--- src/rtl/y86_pkg.sv ---
// rtl/y86_pkg.sv - Y86-64 icode and register constants, decode result type and field decoder
package y86_pkg;

  localparam logic [3:0] I_HALT   = 4'h0;
  localparam logic [3:0] I_NOP    = 4'h1;
  localparam logic [3:0] I_RRMOVQ = 4'h2;
  localparam logic [3:0] I_IRMOVQ = 4'h3;
  localparam logic [3:0] I_RMMOVQ = 4'h4;
  localparam logic [3:0] I_MRMOVQ = 4'h5;
  localparam logic [3:0] I_OPQ    = 4'h6;
  localparam logic [3:0] I_JXX    = 4'h7;
  localparam logic [3:0] I_CALL   = 4'h8;
  localparam logic [3:0] I_RET    = 4'h9;
  localparam logic [3:0] I_PUSHQ  = 4'hA;
  localparam logic [3:0] I_POPQ   = 4'hB;

  localparam logic [3:0] RNONE       = 4'hF;
  localparam logic [3:0] RSP_DEFAULT = 4'h4;

  typedef struct packed {
    logic [3:0] src_a;
    logic [3:0] src_b;
    logic [3:0] dst_e;
    logic [3:0] dst_m;
    logic       err;
  } decode_t;

  function automatic decode_t decode_fields(
    input logic [3:0] icode,
    input logic [3:0] ra,
    input logic [3:0] rb,
    input logic [3:0] rsp
  );
    decode_t d;
    logic    need_ra;
    logic    need_rb;
    d       = '{src_a: RNONE, src_b: RNONE, dst_e: RNONE, dst_m: RNONE, err: 1'b0};
    need_ra = 1'b0;
    need_rb = 1'b0;
    case (icode)
      I_RRMOVQ: begin d.src_a = ra; d.dst_e = rb; need_ra = 1'b1; need_rb = 1'b1; end
      I_IRMOVQ: begin d.dst_e = rb; need_rb = 1'b1; end
      I_RMMOVQ: begin d.src_a = ra; d.src_b = rb; need_ra = 1'b1; need_rb = 1'b1; end
      I_MRMOVQ: begin d.src_b = rb; d.dst_m = ra; need_ra = 1'b1; need_rb = 1'b1; end
      I_OPQ:    begin d.src_a = ra; d.src_b = rb; d.dst_e = rb; need_ra = 1'b1; need_rb = 1'b1; end
      I_CALL:   begin d.src_b = rsp; d.dst_e = rsp; end
      I_RET:    begin d.src_a = rsp; d.src_b = rsp; d.dst_e = rsp; end
      I_PUSHQ:  begin d.src_a = ra; d.src_b = rsp; d.dst_e = rsp; need_ra = 1'b1; end
      I_POPQ:   begin d.src_a = rsp; d.src_b = rsp; d.dst_e = rsp; d.dst_m = ra; need_ra = 1'b1; end
      I_HALT, I_NOP, I_JXX: ;
      default: ;
    endcase
    d.err = (icode > I_POPQ) || (need_ra && ra == RNONE) || (need_rb && rb == RNONE);
    return d;
  endfunction

endpackage

--- src/rtl/decode_scoreboard.sv ---
// rtl/decode_scoreboard.sv - pending-destination bits with set/clear and source hazard lookup
module decode_scoreboard
  import y86_pkg::*;
#(
  parameter int NREG = 15
) (
  input  logic       clk,
  input  logic       rst_n,
  input  logic       i_flush,
  input  logic       i_set_en,
  input  logic [3:0] i_set_e,
  input  logic [3:0] i_set_m,
  input  logic       i_clr_en,
  input  logic [3:0] i_clr_idx,
  input  logic [3:0] i_src_a,
  input  logic [3:0] i_src_b,
  output logic       o_hazard
);

  logic [NREG-1:0] r_pending;
  logic [NREG-1:0] w_set;
  logic [NREG-1:0] w_clr;

  always_comb begin
    w_set    = '0;
    w_clr    = '0;
    o_hazard = 1'b0;
    for (int i = 0; i < NREG; i++) begin
      if (4'(i) != RNONE) begin
        if (i_set_en && (i_set_e == 4'(i) || i_set_m == 4'(i))) w_set[i] = 1'b1;
        if (i_clr_en && i_clr_idx == 4'(i)) w_clr[i] = 1'b1;
        if (r_pending[i] && (i_src_a == 4'(i) || i_src_b == 4'(i))) o_hazard = 1'b1;
      end
    end
  end

  // Clear is applied before set so a same-cycle retire cannot drop a fresh claim.
  always_ff @(posedge clk or negedge rst_n) begin
    if (!rst_n) begin
      r_pending <= '0;
    end else if (i_flush) begin
      r_pending <= '0;
    end else begin
      r_pending <= (r_pending & ~w_clr) | w_set;
    end
  end

endmodule

--- src/rtl/decode_stage.sv ---
// rtl/decode_stage.sv - Y86-64 decode stage with one output register; DECODE_SCOREBOARD_EN enables hazard stalls
module decode_stage
  import y86_pkg::*;
#(
  parameter int         XLEN   = 64,
  parameter int         NREG   = 15,
  parameter logic [3:0] RSP_ID = RSP_DEFAULT
) (
  input  logic            clk,
  input  logic            rst_n,
  input  logic            in_valid,
  output logic            in_ready,
  input  logic [3:0]      in_icode,
  input  logic [3:0]      in_ifun,
  input  logic [3:0]      in_ra,
  input  logic [3:0]      in_rb,
  input  logic [XLEN-1:0] in_valc,
  input  logic [XLEN-1:0] in_valp,
  output logic [3:0]      rd_addr_a,
  output logic [3:0]      rd_addr_b,
  input  logic [XLEN-1:0] rd_data_a,
  input  logic [XLEN-1:0] rd_data_b,
  output logic            out_valid,
  input  logic            out_ready,
  output logic [3:0]      out_icode,
  output logic [3:0]      out_ifun,
  output logic [XLEN-1:0] out_vala,
  output logic [XLEN-1:0] out_valb,
  output logic [XLEN-1:0] out_valc,
  output logic [XLEN-1:0] out_valp,
  output logic [3:0]      out_dste,
  output logic [3:0]      out_dstm,
  output logic            out_err,
  input  logic            wb_valid,
  input  logic [3:0]      wb_dst,
  input  logic            flush
);

  decode_t         w_dec;
  logic            w_hazard_raw;
  logic            w_hazard;
  logic            w_accept;
  logic [XLEN-1:0] w_vala;
  logic [XLEN-1:0] w_valb;

  logic            r_valid;
  logic [3:0]      r_icode;
  logic [3:0]      r_ifun;
  logic [XLEN-1:0] r_vala;
  logic [XLEN-1:0] r_valb;
  logic [XLEN-1:0] r_valc;
  logic [XLEN-1:0] r_valp;
  logic [3:0]      r_dste;
  logic [3:0]      r_dstm;
  logic            r_err;

  assign w_dec     = decode_fields(in_icode, in_ra, in_rb, RSP_ID);
  assign rd_addr_a = w_dec.src_a;
  assign rd_addr_b = w_dec.src_b;
  assign w_vala    = (w_dec.src_a == RNONE) ? '0 : rd_data_a;
  assign w_valb    = (w_dec.src_b == RNONE) ? '0 : rd_data_b;

`ifdef DECODE_SCOREBOARD_EN
  decode_scoreboard #(
    .NREG(NREG)
  ) u_scoreboard (
    .clk       (clk),
    .rst_n     (rst_n),
    .i_flush   (flush),
    .i_set_en  (w_accept && !w_dec.err),
    .i_set_e   (w_dec.dst_e),
    .i_set_m   (w_dec.dst_m),
    .i_clr_en  (wb_valid),
    .i_clr_idx (wb_dst),
    .i_src_a   (w_dec.src_a),
    .i_src_b   (w_dec.src_b),
    .o_hazard  (w_hazard_raw)
  );
`else
  logic w_unused_sb;
  assign w_hazard_raw = 1'b0;
  assign w_unused_sb  = ^{wb_valid, wb_dst, 1'(NREG)};
`endif

  // Faulting instructions write nothing, so they must not wait on older writers.
  assign w_hazard = w_hazard_raw && !w_dec.err;
  assign in_ready = (!r_valid || out_ready) && !w_hazard && !flush;
  assign w_accept = in_valid && in_ready;

  always_ff @(posedge clk or negedge rst_n) begin
    if (!rst_n) begin
      r_valid <= 1'b0;
      r_icode <= 4'h0;
      r_ifun  <= 4'h0;
      r_vala  <= '0;
      r_valb  <= '0;
      r_valc  <= '0;
      r_valp  <= '0;
      r_dste  <= RNONE;
      r_dstm  <= RNONE;
      r_err   <= 1'b0;
    end else if (flush) begin
      r_valid <= 1'b0;
    end else if (w_accept) begin
      r_valid <= 1'b1;
      r_icode <= in_icode;
      r_ifun  <= in_ifun;
      r_vala  <= w_vala;
      r_valb  <= w_valb;
      r_valc  <= in_valc;
      r_valp  <= in_valp;
      r_dste  <= w_dec.dst_e;
      r_dstm  <= w_dec.dst_m;
      r_err   <= w_dec.err;
    end else if (out_ready) begin
      r_valid <= 1'b0;
    end
  end

  assign out_valid = r_valid;
  assign out_icode = r_icode;
  assign out_ifun  = r_ifun;
  assign out_vala  = r_vala;
  assign out_valb  = r_valb;
  assign out_valc  = r_valc;
  assign out_valp  = r_valp;
  assign out_dste  = r_dste;
  assign out_dstm  = r_dstm;
  assign out_err   = r_err;

endmodule

--- config.mk ---
export PLATFORM = sky130hd
export DESIGN_NAME = decode_stage
export DESIGN_NICKNAME = d
export VERILOG_FILES = /design/src/rtl/y86_pkg.sv /design/src/rtl/decode_scoreboard.sv /design/src/rtl/decode_stage.sv
export SDC_FILE = /design/constraint.sdc
export NUM_CORES = 1
export LEC_CHECK = 0
export ABC_AREA = 1
export BUFFER_PORTS_ARGS = -buffer_cell sky130_fd_sc_hd__buf_2
export CAP_MARGIN = 20
export CORE_AREA = 2 2 222 224
export DETAILED_ROUTE_END_ITERATION = 8
export DIE_AREA = 0 0 224 226
export GPL_TIMING_DRIVEN = 1
export SYNTH_ARGS = -nofsm -noshare
export SYNTH_HDL_FRONTEND = slang
export SYNTH_HIERARCHICAL = 1
export SYNTH_SLANG_ARGS = --single-unit
--- constraint.sdc ---
create_clock -name clk -period 1.3 [get_ports clk]
set_input_delay 0.26 -clock clk [delete_from_list [all_inputs] [get_ports clk]]
set_output_delay 0.26 -clock clk [all_outputs]
set_load 0.02 [all_outputs]
Word-level counts from Yosys, hierarchy flattened
Cells that the tools add are included.
- equality and inequality tests: 13
- reduce and logical (&&, ||, !) cells: 19
- order comparisons: 1
- bitwise logic cells: 1
- muxes and demuxes: 11
- operators with widths (cell ; count):
    64-bit two-way mux ; 2
    4-bit == test, second input constant ; 8
    4-bit case mux with 2 select lines ; 3
    4-bit by 3-bit == test with 1-bit output, second input constant ; 3
    4-bit by 2-bit == test with 1-bit output, second input constant ; 2
    4-bit OR reduction ; 2
    3-bit OR reduction ; 2
    6-bit OR reduction ; 1
    1-bit two-way mux ; 5
    5-bit OR reduction ; 1
    4-bit > comparator, second input constant ; 1
    1-bit logical AND ; 4
    4-bit two-way mux ; 1
    2-bit OR reduction ; 2
    1-bit logical OR ; 3
    3-bit nonzero test ; 1
    1-bit logical NOT ; 2
    2-bit AND reduction ; 1
    1-bit NOT ; 1
- output and inout bits: 283
- bits in registers: 274
- word-level logic and storage cells: 55
- input bits: 282

Depth between registers and ports, before layout
- depth after elaboration: 6
- gate-level depth with buffers: 10
- depth with buffers taken out: 9

Least setup slack after synthesis
OpenSTA, ideal clock, no wires.
- path kind: register -> register
- start: register r_valid, in the netlist out_valid
- end: register r_valc[53], in the netlist out_valc[53]
- stages on the path, launching flop included: 9
- setup time: 117 ps
- arrival time: 1345 ps
- path buffers: 2
- data required time: 1183 ps
- path slack: -162 ps
- period minus slack after synthesis: 1462 ps
- path through: dfrtp_1 > nand2_1 > nand2_1 > nor2_2 > inv_2 > buf_2 > buf_1 > nand2_1 > nand2_1
- word-level cells in the longest chain between the ends: 5
- ends and longest elaborated chain (what ; RTL line ; text):
    start: declaration ; decode_stage.sv:46 ; logic r_valid;
    start signal: assignment ; decode_stage.sv:92 ; r_valid <= 1'b0;
    start signal: assignment ; decode_stage.sv:103 ; r_valid <= 1'b0;
    start signal: assignment ; decode_stage.sv:105 ; r_valid <= 1'b1;
    1-bit logical NOT ; decode_stage.sv:87 ; assign in_ready = (!r_valid || out_ready) && !w_hazard && !flush;
    1-bit logical OR ; decode_stage.sv:87 ;
    1-bit logical AND ; decode_stage.sv:87 ;
    1-bit logical AND ; decode_stage.sv:88 ; assign w_accept = in_valid && in_ready;
    2-bit AND reduction (no source line) ; - ;
    end signal: assignment ; decode_stage.sv:110 ; r_valc <= in_valc;
    end: declaration ; decode_stage.sv:51 ; logic [XLEN-1:0] r_valc;
No other way between the ends.
A chain may end at the register's enable or synchronous reset.

Worst setup path after layout
- start: register r_valid, in the netlist out_valid
- end: register r_valp[19], in the netlist out_valp[19]
- word-level cells in the longest chain between the ends: 5
- ends and longest elaborated chain (what ; RTL line ; text):
    1-bit logical NOT ; decode_stage.sv:87 ;
    1-bit logical OR ; decode_stage.sv:87 ;
    1-bit logical AND ; decode_stage.sv:87 ;
    1-bit logical AND ; decode_stage.sv:88 ;
    2-bit AND reduction (no source line) ; - ;
    end signal: assignment ; decode_stage.sv:111 ; r_valp <= in_valp;
    end: declaration ; decode_stage.sv:52 ; logic [XLEN-1:0] r_valp;
No other way between the ends.

==> impl_metrics.json <==
{
  "final-max-slew-violation-count": 0,
  "synth_seq_area_share": 0.588,
  "yosys_most_used_dff": "dfrtp_1",
  "ys_seq_elements": 274,
  "via_count": 13800,
  "synth_area_leaders": "dfrtp_1 (57%), nand2_1 (26%), inv_1 (4.6%), nor2_1 (4.3%), dfstp_2 (1.8%)",
  "clock.fmax_mhz": 588,
  "io_buffer_count": 559,
  "clock_skew_ns": 0.0191,
  "hold_violations": 0,
  "antenna_left": 0,
  "wirelength_mm": 54.4,
  "yosysMostFrequentCell": "nand2_1",
  "root_buffer": "clkbuf_16",
  "initial_utilization": 0.242,
  "dieArea_um2": 50600,
  "timing.final.ws_setup_ns": -0.401,
  "routedWlPerCell_um": 17.6,
  "rsz0062_at_grt": "yes",
  "synth-simple-area-share": 0.318,
  "synth_common_cells": "nand2_1 (819), dfrtp_1 (266), inv_1 (143), nor2_1 (135), buf_2 (30)",
  "boundaryPins": 565,
  "crit_required_ns": 1.81,
  "rows": 81,
  "hp-start": "rd_data_b[26]",
  "min_to": "out_valb[26]",
  "slew_headroom": 0.754,
  "postSynthAreaPerCell_um2": 7.83,
  "dr.pass1.iters": 7,
  "initialDrtViolationCount": 722,
  "grt_pass1_vias": 14400,
  "setup.worst_path.class": "reg2reg",
  "status": "complete, but fails checks",
  "synth_top_cell_by_area": "dfrtp_1",
  "cts_buffers": 31,
  "synth_top_family_by_area": "simple AND/OR/NAND/NOR gates",
  "critPathLaunchType": "flop",
  "dp_slack_ns": -0.257,
  "clkSinkCount": 274,
  "tns_ns": -99.91,
  "cp_max_fo": 7,
  "gp_congestion": 0.805,
  "finalNetCount": 2720,
  "cp_data_arrival_time_ns": 2.21,
  "holdWs_ns": 0.0203,
  "routed_via_density": 4.46,
  "synth_nets": 1775,
  "fp.coreArea_um2": 48300,
  "fin_crit_sh": 1.31,
  "reg2reg_to": "out_valp[19]",
  "hold_depth": 5,
  "r2r_slack_ns": -0.40,
  "peakVddDrop_uv": 1020,
  "die_w_um": 224,
  "clk_pin_slew_ns": 0.06,
  "synthesis.area_um2": 11700,
  "clock_path_buffers": 3,
  "period_needed_ns": 1.70,
  "track_usage": 0.198,
  "synthAdderAreaFrac": 0,
  "dpl_cell_area_um2": 15600,
  "maxCapViolations": 0,
  "grt_first_pass_wirelength_mm": 78.8,
  "synth_compound_area_frac": 0.00899,
  "violations": "negative setup slack",
  "hold_path_class": "in2reg",
  "synth_edf_count": 0,
  "cellLeakagePower_nw": 12.8,
  "synth.top_cell.area_share": 0.570,
  "syn_to_final_growth_pct": 97.1,
  "grt_max_degree": 66,
  "power_density_nw_per_um2": 1260,
  "nFillCells": 4172,
  "r2r_start": "out_valid",
  "synth_xor_area_frac": 0,
  "setup_viol": 552,
  "reg2reg_depth": 11,
  "antenna_found_initial": 1,
  "end_kind": "flop",
  "synth.distinct_cells": 25,
  "h-tree-depth": 1,
  "hpwl_mm": 30.1,
  "synthMuxAreaShare": 0,
  "clkLatencyLatePin_ns": 0.58,
  "worst_pin_slew_ns": 0.369,
  "drc": 0,
  "async_reset_ff_frac": 1.00,
  "cts_tree": "built",
  "synth_warnings": 6,
  "drive_above_1_share": 0.424,
  "grt.overflow.total": 0,
  "finalInstanceArea_um2": 23000,
  "syn_inst": 1493,
  "die_h_um": 226
}
[metrics by stage]
step                utilization  total power [mW]  cells
floorplan                     -              13.9   1493
global placement          0.324              16.6   2674
detailed placement        0.324              16.7   2674
CTS                       0.462              28.7   3078
global route              0.476              30.3   3084
finish                    0.476              29.1   3085
[where the power goes]
| group | internal [mW] | switching, mW | leakage (nW) |
|---|---|---|---|
| Clock | 5.65 | 3.71 | 0.541 |
| Sequential | 9.81 | 0.935 | 3.45 |
| Combinational | 4.16 | 4.85 | 8.85 |
[registers in the layout, indices dropped and copies added, names as in the netlist]
| name | flops |
|---|---|
| out_vala | 64 |
| out_valb | 64 |
| out_valc | 64 |
| out_valp | 64 |
| out_dste | 4 |
| out_dstm | 4 |
| out_icode | 4 |
| out_ifun | 4 |
| out_err | 1 |
| out_valid | 1 |
[area by class of cell]
type / instances / area [um^2] / share of cell area
clock inverters: 15 / 184 / 0.00799
diodes: 1 / 2.50 / 0.000109
repair buffers: 986 / 8960 / 0.389
inverters: 146 / 577 / 0.0250
well taps: 622 / 778 / 0.0338
flip-flops and latches: 274 / 6870 / 0.298
multi-input cells: 994 / 4650 / 0.202
clock buffers: 42 / 907 / 0.0394
repair inverters: 5 / 101 / 0.00440
[timing repair]
action                                 in CTS  in global routing
gates resized for setup                   502                196
hold buffers                              241                  0
setup endpoints to repair                 554                555
pin swaps                                  18                 51
gates cloned                               39                  7
endpoints found under the hold margin     389                  0
buffers inserted                           68                  6
[worst max-delay path, cell delays in order, from the launching register on]
cell and delay [ns]:
dfrtp_2 0.41, nand2_2 0.07, nand2_2 0.07, buf_6 0.12, nor2_4 0.11, buf_12 0.16, buf_12 0.12, buf_16 0.15
buf_8 0.14, buf_16 0.15, nand2_2 0.08, nand2_2 0.06
[cell usage in the layout, fill, tap and decap left out, drive strengths merged, types with 2 or more instances in the layout]
| master | netlist | routed |
|---|---|---|
| nand2 | 824 | 824 |
| buf | 51 | 737 |
| dfrtp | 266 | 266 |
| dlygate4sd3 | 0 | 241 |
| inv | 146 | 150 |
| nor2 | 136 | 136 |
| clkbuf | 28 | 47 |
| o21ai | 15 | 15 |
| clkinv | 0 | 10 |
| nand3 | 9 | 9 |
| dfstp | 8 | 8 |
| bufinv | 0 | 4 |
| a21oi | 3 | 3 |
| bufbuf | 0 | 3 |
| nand4 | 2 | 2 |
| clkinvlp | 0 | 2 |
[cell families (layout without fill, tap and decap cells)]
family          Yosys count  in the layout
flops                   274            274
other cells               0              1
compound gates           20             20
simple gates            974            974
buf+inv                 225           1194
[worst max-delay path by stage]
| stage | from | endpoint | slack (ns) | cells after the start |
|---|---|---|---|---|
| after floorplan | out_valid | out_valb[2] | -0.05 | 8 |
| after global placement | in_icode[1] | out_vala[0] | -0.23 | 11 |
| after detailed placement | in_icode[1] | out_vala[0] | -0.26 | 11 |
| after CTS | out_valid | in_ready | -0.36 | 5 |
| after global routing | out_valid | out_vala[43] | -0.47 | 11 |
| final | out_valid | out_valp[19] | -0.40 | 11 |
[metal layers]
layer / wire length [um] / part of all wire / vias up / GRT usage
met4: 2830 / 0.052 / 2 / 0.0970
li1: - / - / 6288 / -
met2: 26800 / 0.49 / 718 / 0.352
met5: 13 / 0.00024 / - / 0
met3: 4100 / 0.075 / 186 / 0.0459
met1: 20700 / 0.38 / 6562 / 0.223
Power figures use the tool's default switching activity.
